[config.mk]
export PLATFORM = sky130hd
export DESIGN_NAME = i2c_start_stop_detect
export DESIGN_NICKNAME = d
export VERILOG_FILES = /design/src/rtl/i2c_pkg.sv /design/src/rtl/i2c_line_filter.sv /design/src/rtl/i2c_start_stop_detect.sv
export SDC_FILE = /design/constraint.sdc
export NUM_CORES = 1
export LEC_CHECK = 0
export CAP_MARGIN = 20
export CORE_MARGIN = 1.5
export CORE_UTILIZATION = 54
export DETAILED_ROUTE_END_ITERATION = 6
export PLACE_DENSITY = 0.83
export SLEW_MARGIN = 20
export SYNTH_ARGS = -nofsm -noshare
export SYNTH_HDL_FRONTEND = slang
export SYNTH_SLANG_ARGS = --single-unit
[constraint.sdc]
create_clock -name clk -period 2.3 [get_ports clk]
set_input_delay 0.23 -clock clk [delete_from_list [all_inputs] [get_ports clk]]
set_output_delay 0.23 -clock clk [all_outputs]
set_load 0.02 [all_outputs]
[src/rtl/i2c_pkg.sv]
// rtl/i2c_pkg.sv - shared constants and event bundle for the I2C subordinate front end
package i2c_pkg;

  localparam int I2C_FILT_LEN_DEF = 4;
  localparam int I2C_SYNC_DEF     = 2;

  typedef struct packed {
    logic start;
    logic rstart;
    logic stop;
    logic scl_rise;
    logic scl_fall;
  } i2c_evt_t;

endpackage

[src/rtl/i2c_line_filter.sv]
// rtl/i2c_line_filter.sv - input synchronizer plus glitch filter for one I2C line
module i2c_line_filter
  import i2c_pkg::*;
#(
  parameter int FILT_LEN    = I2C_FILT_LEN_DEF,
  parameter int SYNC_STAGES = I2C_SYNC_DEF
) (
  input  logic clk,
  input  logic rst,
  input  logic i_line,
  output logic o_filt
);

  localparam logic [3:0] LP_CNT_MAX = 4'(FILT_LEN - 1);

  logic [SYNC_STAGES-1:0] r_sync;
  logic [3:0]             r_cnt;
  logic                   r_filt;
  logic                   w_s;

  assign w_s    = r_sync[SYNC_STAGES-1];
  assign o_filt = r_filt;

  // Idle bus is high, so everything resets to 1 to avoid phantom edges at release.
  always_ff @(posedge clk or negedge rst) begin
    if (!rst) begin
      r_sync <= '1;
      r_cnt  <= '0;
      r_filt <= 1'b1;
    end else begin
      r_sync <= {r_sync[SYNC_STAGES-2:0], i_line};
      if (w_s == r_filt) begin
        r_cnt <= '0;
      end else if (r_cnt == LP_CNT_MAX) begin
        r_filt <= w_s;
        r_cnt  <= '0;
      end else begin
        r_cnt <= r_cnt + 4'd1;
      end
    end
  end

endmodule

[src/rtl/i2c_start_stop_detect.sv]
// rtl/i2c_start_stop_detect.sv - START/STOP/repeated-START and SCL edge strobes with bus-busy flag
module i2c_start_stop_detect
  import i2c_pkg::*;
#(
  parameter int FILT_LEN    = I2C_FILT_LEN_DEF,
  parameter int SYNC_STAGES = I2C_SYNC_DEF
) (
  input  logic clk,
  input  logic rst,
  input  logic scl_in,
  input  logic sda_in,
  output logic scl_f,
  output logic sda_f,
  output logic scl_rise,
  output logic scl_fall,
  output logic start,
  output logic rstart,
  output logic stop,
  output logic busy
);

  logic     w_scl_f;
  logic     w_sda_f;
  logic     r_p_scl;
  logic     r_p_sda;
  logic     r_busy;
  i2c_evt_t r_evt;
  i2c_evt_t w_evt;

  i2c_line_filter #(.FILT_LEN(FILT_LEN), .SYNC_STAGES(SYNC_STAGES)) u_scl_filt (
    .clk   (clk),
    .rst   (rst),
    .i_line(scl_in),
    .o_filt(w_scl_f)
  );

  i2c_line_filter #(.FILT_LEN(FILT_LEN), .SYNC_STAGES(SYNC_STAGES)) u_sda_filt (
    .clk   (clk),
    .rst   (rst),
    .i_line(sda_in),
    .o_filt(w_sda_f)
  );

  // START/STOP require SCL high on both samples, so an SCL edge masks any SDA change.
  always_comb begin
    w_evt          = '0;
    w_evt.scl_rise = !r_p_scl & w_scl_f;
    w_evt.scl_fall = r_p_scl & !w_scl_f;
    w_evt.start    = r_p_scl & w_scl_f & r_p_sda & !w_sda_f;
    w_evt.stop     = r_p_scl & w_scl_f & !r_p_sda & w_sda_f;
    w_evt.rstart   = w_evt.start & r_busy;
  end

  always_ff @(posedge clk or negedge rst) begin
    if (!rst) begin
      r_p_scl <= 1'b1;
      r_p_sda <= 1'b1;
      r_busy  <= 1'b0;
      r_evt   <= '0;
    end else begin
      r_p_scl <= w_scl_f;
      r_p_sda <= w_sda_f;
      r_evt   <= w_evt;
      if (w_evt.start) begin
        r_busy <= 1'b1;
      end else if (w_evt.stop) begin
        r_busy <= 1'b0;
      end
    end
  end

  assign scl_f    = w_scl_f;
  assign sda_f    = w_sda_f;
  assign scl_rise = r_evt.scl_rise;
  assign scl_fall = r_evt.scl_fall;
  assign start    = r_evt.start;
  assign rstart   = r_evt.rstart;
  assign stop     = r_evt.stop;
  assign busy     = r_busy;

endmodule

==> impl_metrics.json <==
{
  "status": "complete, no violations",
  "synthDistinctLibCells": 22,
  "cp_max_fo": 8,
  "initial_core_util": 0.598,
  "final_cell_area_um2": 970,
  "drc": 0,
  "rows": 13,
  "synth-seq-area-share": 0.695,
  "slew-limit-headroom": 0.735,
  "p_total_mw": 1.11,
  "final_hold_viol_count": 0,
  "clkSinkCount": 22,
  "crit_cells": 1,
  "worstPathArrival_ps": 1520,
  "crit_end": "scl_f",
  "die_area_mm2": 0.00174,
  "leakagePower_nw": 0.420,
  "max-cap-violations": 0,
  "routed_wl_um": 1170,
  "fin_nets": 80,
  "ctsResizeCount": 0,
  "layout-drive-gt1-share": 0.219,
  "r2r_start": "u_scl_filt.r_cnt[0]",
  "grt.overflow.total": 0,
  "dp_slack_ps": 866,
  "fillers": 87,
  "slowest_delay_ps": 620,
  "setup_viol": 0,
  "min-delay-path-class": "primary input to async pin",
  "final.setup.tns_ps": 0,
  "ctsRootBufferMaster": "clkbuf_4",
  "startpoint": "u_scl_filt.o_filt",
  "cts_buffers": 3,
  "syn_to_final_growth_pct": 20.2,
  "grt_usage": 0.154,
  "synthTopCellsByArea": "dfrtp_1, dfstp_2, ha_1",
  "finalCriticalPeriod_ps": 1750,
  "first_pass_iters": 2,
  "place_congestion": 0.685,
  "cts_tree": "built",
  "max_freq_mhz": 573,
  "io_pins": 12,
  "wl_per_cell_um": 13.3,
  "p_per_area_mw_per_mm2": 1140,
  "instances_no_fill": 88,
  "final_common_cell": "dfrtp_1",
  "cp-start-kind": "flop",
  "vias": 462,
  "ctsHoldBuffers": 0,
  "clk_pin_slew_ps": 120,
  "endpoint_kind": "output pin",
  "io_buffers": 11,
  "utilization": 0.718,
  "syn_avg_cell_area_um2": 14.2,
  "required_ps": 2070,
  "rsz0062_at_grt": "false",
  "final_cell_mix": "dfrtp_1, clkdlybuf4s50_1, dfstp_2",
  "netlist_area_um2": 807,
  "synth_warnings": 0,
  "yosys.area.top_type": "dfrtp_1",
  "netlist_instances": 57,
  "holdWs_ps": 255,
  "avgViaCountPerCell": 5.25,
  "drv_slew": 0,
  "ys_seq_elements": 22,
  "drt_iter0_drc": 3,
  "crit_family": "buffers and inverters",
  "die_w_um": 41.7,
  "tightest_slew_ps": 395,
  "worstReg2RegEnd": "u_scl_filt.o_filt",
  "clock_path_buffers": 2,
  "critPathSlowestCell": "clkdlybuf4s50_1",
  "regToRegSetupSlack_ps": 1000,
  "antenna_found_initial": 0,
  "htree_levels": 1,
  "critPathKind": "flop to output pin",
  "r2r_cells": 3,
  "clk_latency_ps": 300,
  "dp.cells": 84,
  "place_area_um2": 943,
  "core_area_mm2": 0.00135,
  "fin_skew_ps": 10.6,
  "grt_start_max_net_pins": 23,
  "grt_pass1_wl_um": 1960,
  "fin_crit_sh": 0.759,
  "postCtsSetupBuffers": 0,
  "peakVddDrop_uv": 631,
  "synth_top_area_share": 0.434,
  "hpwl_um": 845,
  "n_antenna_cell": 0,
  "path_cells": "clkdlybuf4s50_1",
  "antenna_left": 0,
  "grt_pass1_vias": 457,
  "syn_nets": 63,
  "cp_num_buf_inv": 1,
  "die_y_um": 41.7,
  "worst_slack_ps": 553
}
## final cells by class
class,count,area [um2],share of cell area
multi-input combinational,34,243,0.250
clock buffer,4,26.3,0.0271
timing repair buffer,12,118,0.121
tap,15,18.8,0.0194
sequential,22,561,0.578
inverter,1,3.75,0.00387
## routing by layer
layer  wire, um  GRT usage
met3         42     0.0304
met2        574      0.241
met5          0          0
met4         11     0.0968
met1        541      0.196
## cells by family (layout without fill, tap and decap cells)
kind of cell,count (synthesis),count (layout),share of synthesized area
AO/OA/AOI/OAI,5,5,0.0341
XOR/XNOR,4,4,0.0434
AND/OR/NAND/NOR,22,22,0.178
adder cells (fa/ha/maj),2,2,0.0310
multiplexers,1,1,0.0140
flip-flops,22,22,0.695
buffers and inverters,1,17,0.00465
## where the power goes
| part | internal, mW | total, mW | switching [mW] |
|---|---|---|---|
| Sequential | 0.514 | 0.596 | 0.0823 |
| Combinational | 0.169 | 0.339 | 0.170 |
| Clock | 0.0674 | 0.172 | 0.105 |
## how the worst min path moves through the flow
stage          cells after the start                 start                    to
5_1_grt                            2                   rst                 start
4_1_cts                            2                   rst                 start
6_report                           2                   rst                 start
3_5_place_dp                       0  u_sda_filt.r_sync[0]  u_sda_filt.r_sync[1]
2_1_floorplan                      0                   rst                  busy
3_3_place_gp                       0  u_sda_filt.r_sync[0]  u_sda_filt.r_sync[1]
## flip-flops by register name (all words and copies together) (netlist names)
register	count
scl_fall	1
stop	1
u_scl_filt.r_cnt	4
rstart	1
u_scl_filt.o_filt	1
u_sda_filt.r_sync	2
u_sda_filt.r_cnt	4
busy	1
scl_rise	1
start	1
r_p_scl	1
u_scl_filt.r_sync	2
u_sda_filt.o_filt	1
r_p_sda	1
## synth_stat cells (all sizes together)
cell type and number:
or2b 1, nand3 3, nor3 3, nor3b 2, nor2 3, dfstp 8, o21ai 2, ha 2
inv 1, nand2b 1, nand2 2, dfrtp 14, a21oi 2, and2 1, mux2 1, o31ai 1
nand3b 2, nor2b 4, xnor2 2, xor2 2
(Power assumes the default switching activity.)
